**config.mk**
```make
export PLATFORM = sky130hd
export DESIGN_NAME = str_pack
export DESIGN_NICKNAME = d
export VERILOG_FILES = /design/src/rtl/pool_pkg.sv /design/src/rtl/byte_lane_pack.sv /design/src/rtl/str_pack.sv
export SDC_FILE = /design/constraint.sdc
export NUM_CORES = 1
export LEC_CHECK = 0
export CORE_ASPECT_RATIO = 2
export CORE_MARGIN = 2
export CORE_UTILIZATION = 48
export CTS_CLUSTER_DIAMETER = 120
export DETAILED_ROUTE_END_ITERATION = 8
export PLACE_DENSITY_LB_ADDON = 0.2
export SYNTH_ARGS = -nofsm -noshare
export SYNTH_HDL_FRONTEND = slang
export SYNTH_HIERARCHICAL = 1
export SYNTH_SLANG_ARGS = --single-unit
```
**constraint.sdc**
```tcl
create_clock -name clk -period 2.8 [get_ports clk]
set_input_delay 0.56 -clock clk [delete_from_list [all_inputs] [get_ports clk]]
set_output_delay 0.56 -clock clk [all_outputs]
set_load 0.02 [all_outputs]
```
**src/rtl/pool_pkg.sv**
```systemverilog
// rtl/pool_pkg.sv - shared pool opcodes, default widths and str_pack state encoding
package pool_pkg;

    localparam int ASZ_DEF = 16;
    localparam int DSZ_DEF = 32;

    typedef enum logic [2:0] {
        OP_NOP = 3'd0,
        OP_W4  = 3'd1,
        OP_R4  = 3'd2,
        OP_W1  = 3'd3,
        OP_R1  = 3'd4
    } op_t;

    typedef enum logic [2:0] {
        ST_IDLE,
        ST_PACK,
        ST_FLUSH,
        ST_PATCH,
        ST_DONE
    } str_pack_st_t;

endpackage

```
**src/rtl/byte_lane_pack.sv**
```systemverilog
// rtl/byte_lane_pack.sv - little-endian byte-to-word merge register with lane count
module byte_lane_pack #(
    parameter int DSZ = 32
) (
    input  logic           clk,
    input  logic           rst,
    input  logic           clr,
    input  logic           skip0,
    input  logic           push,
    input  logic [7:0]     din,
    output logic [DSZ-1:0] merged,
    output logic [DSZ-1:0] padded,
    output logic           full,
    output logic           empty
);
    localparam int NB = DSZ / 8;
    localparam int CW = $clog2(NB);

    logic [DSZ-1:0] data;
    logic [CW-1:0]  cnt;

    assign full   = (cnt == CW'(NB - 1));
    assign empty  = (cnt == '0);
    // unfilled upper lanes are always zero, so the held data doubles as the padded word
    assign padded = data;

    always_comb begin
        merged = data;
        merged[{cnt, 3'b000} +: 8] = din;
    end

    always_ff @(posedge clk) begin
        if (rst) begin
            data <= '0;
            cnt  <= '0;
        end else if (clr) begin
            data <= '0;
            cnt  <= skip0 ? CW'(1) : '0;
        end else if (push) begin
            if (full) begin
                data <= '0;
                cnt  <= '0;
            end else begin
                data <= merged;
                cnt  <= cnt + CW'(1);
            end
        end
    end

endmodule

```
**src/rtl/str_pack.sv**
```systemverilog
// rtl/str_pack.sv - packs a byte string into 32-bit pool writes; STR_PACK_COUNTED_EN adds a length-prefix byte
module str_pack
    import pool_pkg::*;
#(
    parameter int ASZ = ASZ_DEF,
    parameter int DSZ = DSZ_DEF
) (
    input  logic           clk,
    input  logic           rst,
    input  logic           start,
    input  logic [ASZ-1:0] base,
    input  logic           in_vld,
    input  logic [7:0]     in_byte,
    input  logic           in_last,
    output logic           in_rdy,
    output op_t            op,
    output logic [ASZ-1:0] ai,
    output logic [DSZ-1:0] vi,
    output logic           busy,
    output logic           done,
    output logic [7:0]     len,
    output logic           ovf
);
`ifdef STR_PACK_COUNTED_EN
    localparam logic         SKIP0  = 1'b1;
    localparam str_pack_st_t ST_END = ST_PATCH;
    logic [DSZ-1:8] held;
`else
    localparam logic         SKIP0  = 1'b0;
    localparam str_pack_st_t ST_END = ST_DONE;
`endif

    str_pack_st_t   st;
    logic [ASZ-1:0] base_q;
    logic [ASZ-1:0] widx;
    logic [DSZ-1:0] merged;
    logic [DSZ-1:0] padded;
    logic           full;
    logic           empty;
    logic           accept;
    logic           keep;
    logic           partial;
    logic           clr;

    assign accept  = (st == ST_PACK) && in_vld && in_rdy;
    assign keep    = accept && (len != 8'hFF);
    assign partial = keep ? !full : !empty;
    assign clr     = (st == ST_IDLE) && start;

    byte_lane_pack #(.DSZ(DSZ)) u_lane (
        .clk    (clk),
        .rst    (rst),
        .clr    (clr),
        .skip0  (SKIP0),
        .push   (keep),
        .din    (in_byte),
        .merged (merged),
        .padded (padded),
        .full   (full),
        .empty  (empty)
    );

    always_ff @(posedge clk) begin
        if (rst) begin
            st     <= ST_IDLE;
            op     <= OP_NOP;
            ai     <= '0;
            vi     <= '0;
            in_rdy <= 1'b0;
            busy   <= 1'b0;
            done   <= 1'b0;
            len    <= '0;
            ovf    <= 1'b0;
            base_q <= '0;
            widx   <= '0;
`ifdef STR_PACK_COUNTED_EN
            held   <= '0;
`endif
        end else begin
            op   <= OP_NOP;
            done <= 1'b0;
            case (st)
                ST_IDLE: begin
                    if (start) begin
                        base_q <= base;
                        widx   <= '0;
                        len    <= '0;
                        ovf    <= 1'b0;
                        in_rdy <= 1'b1;
                        busy   <= 1'b1;
                        st     <= ST_PACK;
                    end
                end
                ST_PACK: begin
                    if (accept) begin
                        if (keep) begin
                            len <= len + 8'd1;
                        end else begin
                            ovf <= 1'b1;
                        end
                        if (keep && full) begin
                            op   <= OP_W4;
                            ai   <= base_q + widx;
                            vi   <= merged;
                            widx <= widx + ASZ'(1);
`ifdef STR_PACK_COUNTED_EN
                            if (widx == '0) held <= merged[DSZ-1:8];
`endif
                        end
                        if (in_last) begin
                            in_rdy <= 1'b0;
                            st     <= partial ? ST_FLUSH : ST_END;
                        end
                    end
                end
                ST_FLUSH: begin
                    op <= OP_W4;
                    ai <= base_q + widx;
                    vi <= padded;
`ifdef STR_PACK_COUNTED_EN
                    if (widx == '0) held <= padded[DSZ-1:8];
`endif
                    st <= ST_END;
                end
                ST_PATCH: begin
`ifdef STR_PACK_COUNTED_EN
                    // rewrite the first word so its reserved byte carries the final length
                    op <= OP_W4;
                    ai <= base_q;
                    vi <= {held, len};
`endif
                    st <= ST_DONE;
                end
                ST_DONE: begin
                    done <= 1'b1;
                    busy <= 1'b0;
                    st   <= ST_IDLE;
                end
                default: st <= ST_IDLE;
            endcase
        end
    end

endmodule

```
==> results of run 1 <==
==> kinds of logic (layout without fill, tap and decap cells) <==
| family | after synthesis | after routing | share of synthesized area |
|---|---|---|---|
| AO/OA/AOI/OAI | 189 | 189 | 0.241 |
| AND/OR/NAND/NOR | 327 | 327 | 0.227 |
| buffers and inverters | 71 | 155 | 0.0510 |
| multiplexers | 3 | 3 | 0.00472 |
| XOR/XNOR | 27 | 27 | 0.0357 |
| adder cells (fa/ha/maj) | 24 | 24 | 0.0465 |
| flip-flops | 130 | 130 | 0.393 |
| other | 1 | 3 | 0.000566 |
==> sequential cells by signal (all words and copies together), names as in the netlist <==
register and cells:
in_rdy 1, ovf 1, ai 16, done 1, u_lane/padded 32, u_lane/cnt 2, busy 1, len 8
op 1, st 3, widx 16, base_q 16, vi 32
==> worst max path at each step <==
| stage | startpoint | end | slack (ps) | cells after the start |
|---|---|---|---|---|
| floorplan | start | u_lane/padded[0] | 590 | 8 |
| global placement | start | u_lane/padded[19] | 370 | 6 |
| detailed placement | in_vld | widx[14] | 290 | 8 |
| CTS | u_lane/cnt[0] | vi[18] | 370 | 8 |
| global route | u_lane/cnt[0] | vi[9] | 120 | 7 |
| finish | u_lane/cnt[0] | vi[18] | 320 | 8 |
==> where the power goes <==
part	leakage (nW)	internal, mW	switching [mW]
Sequential	1.05	1.87	0.0242
Clock	0.308	1.59	0.846
Combinational	1.67	0.121	0.210
Total	3.03	3.58	1.08
==> metal layers <==
metal	vias up	part of all wire
li1	2901	-
met1	2872	0.37
met2	143	0.55
met3	50	0.036
met4	0	0.048
met5	-	0
==> critical path, stage by stage, from the launching register on <==
cell	delay [ps]
dfxtp_1	590
inv_1	150
ha_1	410
or3b_4	440
nor2_1	160
buf_4	180
a22o_1	140
nand2_1	70
a311oi_2	240
==> cells in the mapped netlist, drive strengths merged, types with 3 or more instances <==
cell type,instances
a32oi,16
nor3,8
o21ai,20
buf,22
a21oi,44
o2bb2ai,5
a22o,26
dfxtp,130
nand4,8
nor2b,5
o2111ai,3
nand3,15
and3,6
a311oi,35
a31oi,5
nor2,97
clkbuf,31
nand2b,3
xnor2,12
inv,17
xor2,15
ha,23
nor3b,5
and2,10
a32o,8
a21o,6
a211oi,9
nand2,152
==> cells in the final DEF (no fill, tap or decap), drive strengths merged, types with 3 or more instances in the layout <==
master and count:
o2111ai 3, nor2b 5, a32oi 16, clkinvlp 4, o2bb2ai 5, bufinv 4, a21o 6, o21ai 20
nor3 8, a22o 26, xnor2 12, nand4 8, clkinv 4, ha 23, nor2 97, clkbuf 21
and2 10, a211oi 9, a21oi 44, conb 3, a311oi 35, xor2 15, nand3 15, a32o 8
nand2b 3, nand2 152, inv 17, and3 6, dfxtp 130, a31oi 5, buf 17, clkdlybuf4s50 88
nor3b 5
==> cell type report <==
class | instances | area share
multi-input combinational | 573 | 0.448
sequential | 130 | 0.316
timing repair buffer | 105 | 0.125
clock buffer | 21 | 0.0583
tap | 155 | 0.0235
clock inverter | 11 | 0.0214
inverter | 18 | 0.00819
==> metrics by stage <==
stage,utilization,total power [mW]
detailed placement,0.565,2.27
finish,0.614,4.67
global route,0.614,4.79
floorplan,-,2.15
global placement,0.565,2.26
CTS,0.614,4.69
==> impl_metrics.toml, run 1 <==
[outcome]
status = "complete, no violations"

[power]
ir_worst_vdd_mv = 0.402
power.density_mw_per_mm2 = 566
power.leakage_nw = 3.03

[setup_path]
startpoint_type = "flip-flop"
cp-end-kind = "flip-flop"
crit_required_ps = 3130
reg2reg_depth = 8
r2r_start = "u_lane/cnt[0]"
r2r_setup_slack_ps = 320
crit_type = "reg -> reg"
reg2reg_to = "vi[18]"
crit_arrival_ps = 2810
crit_path_max_fanout = 13

[global_routing]
gr-max-usage-layer = "met2"
use_met3 = 0.0383
grt_overflow = 0
grt_usage = 0.246
grt_max_degree = 65
grt_pass1_wl_um = 28700
met2_usage = 0.469
met1_usage = 0.239
grt_pass1_vias = 6040
antenna_found_initial = 0

[floorplan]
fp.dieW_um = 87.1
row_count = 60
core_mm2 = 0.0134
boundaryPins = 92
dieArea_mm2 = 0.0148
die_h_um = 170
start_util = 0.493

[synth]
async_flop_share = 0
synth_edf_count = 0
synth.top_cell.area_share = 0.393
postSynthAreaPerCell_um2 = 8.58
yosysUniqueCellTypes = 71
yosysTopAreaCell = "dfxtp_1"
synth.yosys.seq_area_share = 0.393
netlist_area_mm2 = 0.00662
yosys_warnings = 6
postSynthCellCount = 772
synthTopCellsByArea = "dfxtp_1, nand2_1, a311oi_2"
synth_flop_cell = "dfxtp_1"
ys_ff_latch = 130

[detailed_routing]
postRouteAntennaNets = 0
wl_per_cell_um = 17.8
vias = 5966
drtPass1Iterations = 4
drtIter0Drc = 266
routed_wirelength_um = 18000
drc = 0
vias_per_cell = 5.89

[timing]
fin_crit_sh = 0.885
worstMarginPinSlew_ps = 843
setup_viol = 0
max_slew_margin = 0.436
slew_viol_final = 0
finalHoldViolCount = 0
clock.fmax_mhz = 403
grt_setup_unrepaired = "false"
fin_tns_setup_ps = 0
finClkSkew_ps = 13.0
fin_crit_ps = 2480
hold-worst-slack_ps = 454
timing.final.ws_setup_ps = 321

[clock_network]
clk_pin_slew_ps = 60
insertion_delay_ps = 420
clk_path_buf_depth = 2
cts_buffers = 17
cts.repair.resized = 0
ctsHoldBuffers = 0
cts_root_buf = "clkbuf_16"
cts_setup_buffers = 0
cts_tree = "yes"
htree_levels = 4
cts.sinks = 130

[placed_design]
hpwl_um = 12800
place_worst_setup_slack_ps = 293
io_buffers = 89
place_congestion = 0.892
dp_cells = 981
dpl-instance-area_mm2 = 0.00759

[final_layout]
antenna_cells = 0
fin_cells = 1013
multi_input_area_mm2 = 0.00369
layout-drive-gt1-share = 0.115
register_area_mm2 = 0.00260
area_growth_pct = 24.5
postLayoutCellArea_mm2 = 0.00825
fill_cells = 1133
nNetsFinal = 898

[worst_hold_path]
holdCritPathClass = "reg -> reg"
min_from = "ai[6]"
hold_depth = 2
worstHoldEndpoint = "ai[6]"

[job]
drv_cap = 0
Note: power is estimated with default switching activity, not from simulation.
==> run 2, diff against run 1 <==
--- a/config.mk
+++ b/config.mk
@@ -7,7 +7,7 @@
 export LEC_CHECK = 0
 export CORE_ASPECT_RATIO = 2
 export CORE_MARGIN = 2
-export CORE_UTILIZATION = 48
+export CORE_UTILIZATION = 55
 export CTS_CLUSTER_DIAMETER = 120
 export DETAILED_ROUTE_END_ITERATION = 8
 export PLACE_DENSITY_LB_ADDON = 0.2
==> run 2 against run 1 <==
  * Sequential cell count did not move
  * Hold slack got worse by 2.2 ps
  * Largest power group unchanged
  * Cell area fell by 1.5%
  * Sequential power barely moved
  * Non-clock buffer count fell by 3
  * Clock skew fell by 3.7 ps
  * Maximum frequency barely moved
  * Clock-buffer cell count fell by 4
  * Worst setup slack got worse by 1.7 ps
  * Wire length fell by 2.5%
  * Clock power fell by 9.9%
  * Die area fell by 12%
==> impl_metrics.toml, run 2 (synthesized netlist as in run 1, its figures left out) <==
[outcome]
status = "complete, no violations"

[global_routing]
grt_usage = 0.276
grt_max_degree = 65
grt_pass1_vias = 5950
grt_pass1_wl_um = 28300
grt_overflow = 0
antenna_found_initial = 0

[final_layout]
area_growth_pct = 22.7
final_common_cell = "nand2_1"
layout-drive-gt1-share = 0.112
postLayoutCellArea_mm2 = 0.00813
nNetsFinal = 895
most-common-layout-cells = "nand2_1, dfxtp_1, nor2_1"
register_area_mm2 = 0.00260
multi_input_area_mm2 = 0.00369
fin_cells = 1000
fill_cells = 931
antenna_cells = 0

[clock_network]
cts_buffers = 17
clk_pin_slew_ps = 60
cts_root_buf = "clkbuf_16"
cts_tree = "yes"
insertion_delay_ps = 410
cts.sinks = 130
cts_setup_buffers = 0
clk_path_buf_depth = 2
cts.repair.resized = 0
ctsHoldBuffers = 0
htree_levels = 4

[setup_path]
critical-path-top-delay-family = "simple AND/OR/NAND/NOR gates"
crit_required_ps = 3120
critPathMaxStageDelay_ps = 580
cp-end-kind = "flip-flop"
startpoint_type = "flip-flop"
crit_chain = "inv_1 > ha_1 > or3b_4 > nor2_1 > buf_4 > a22o_1 > nand2_1 > a311oi_2"
crit_arrival_ps = 2800
r2r_setup_slack_ps = 320
crit_path_max_fanout = 13
path_buf_inv = 2
crit_type = "reg -> reg"
cpMaxStageDelayCell = "dfxtp_1"

[timing]
clock.fmax_mhz = 403
fin_crit_sh = 0.886
finClkSkew_ps = 9.30
slew_viol_final = 0
finalHoldViolCount = 0
hold-worst-slack_ps = 452
setup_viol = 0
fin_tns_setup_ps = 0
worstMarginPinSlew_ps = 776
max_slew_margin = 0.483
fin_crit_ps = 2480
grt_setup_unrepaired = "false"

[job]
drv_cap = 0

[detailed_routing]
wl_per_cell_um = 17.5
vias = 6011
drtPass1Iterations = 5
postRouteAntennaNets = 0
vias_per_cell = 6.01
drtIter0Drc = 362
routed_wirelength_um = 17500
drc = 0

[floorplan]
boundaryPins = 92
fp.dieW_um = 81.6
start_util = 0.562
dieArea_mm2 = 0.0130
die_h_um = 159
core_mm2 = 0.0118
row_count = 56

[worst_hold_path]
holdCritPathClass = "reg -> reg"

[power]
power.density_mw_per_mm2 = 544
fin_total_pwr_mw = 4.42
ir_worst_vdd_mv = 0.574
power.leakage_nw = 2.98

[placed_design]
dp_cells = 968
io_buffers = 89
place_congestion = 0.889
hpwl_um = 12400
dpl-instance-area_mm2 = 0.00754
run 2: cell count changes in the layout (fill, tap and decap cells not counted), sizes merged:
cell      before  now
inv           17   20
clkbuf        21   17
clkinv         4    8
bufinv         4    2
clkinvlp       4    3
buf           17   14
run 2: area by class of cell:
class                           count  area share
Clock buffer                       17      0.0524
Inverter                           18     0.00832
Clock inverter                     15      0.0196
Timing Repair Buffer              102       0.123
Tap cell                          145      0.0223
Multi-Input combinational cell    573       0.454
Sequential cell                   130       0.320
run 2: worst register-to-register path, stage by stage, from the launching register on:
cell      delay [ps]
dfxtp_1          580
inv_1            170
ha_1             410
or3b_4           450
nor2_1           160
buf_4            180
a22o_1           130
nand2_1           70
a311oi_2         250
run 2: layer usage:
metal / share of wire / GRT usage / vias up
met5: 0 / 0 / -
met4: 0.045 / 0.139 / 0
met3: 0.042 / 0.0567 / 48
met2: 0.55 / 0.511 / 187
met1: 0.36 / 0.278 / 2892
li1: - / - / 2884
run 2: worst paths after layout:
kind,from,to,cells after the start
setup reg to reg,u_lane/cnt[0],vi[18],8
hold / removal,ai[7],ai[7],2
setup / recovery,u_lane/cnt[0],vi[18],8
hold reg to reg,ai[7],ai[7],2
run 2: through the flow:
step,util,setup WS (ps)
after floorplan,-,588
after global placement,0.641,302
after detailed placement,0.641,244
after CTS,0.690,356
after global routing,0.690,240
final,0.690,319
run 2: report_power, final:
| group | internal (mW) | total, mW | switching, mW |
|---|---|---|---|
| logic | 0.120 | 0.330 | 0.210 |
| registers | 1.87 | 1.90 | 0.0238 |
| clock network | 1.32 | 2.19 | 0.872 |
| total | 3.31 | 4.42 | 1.11 |
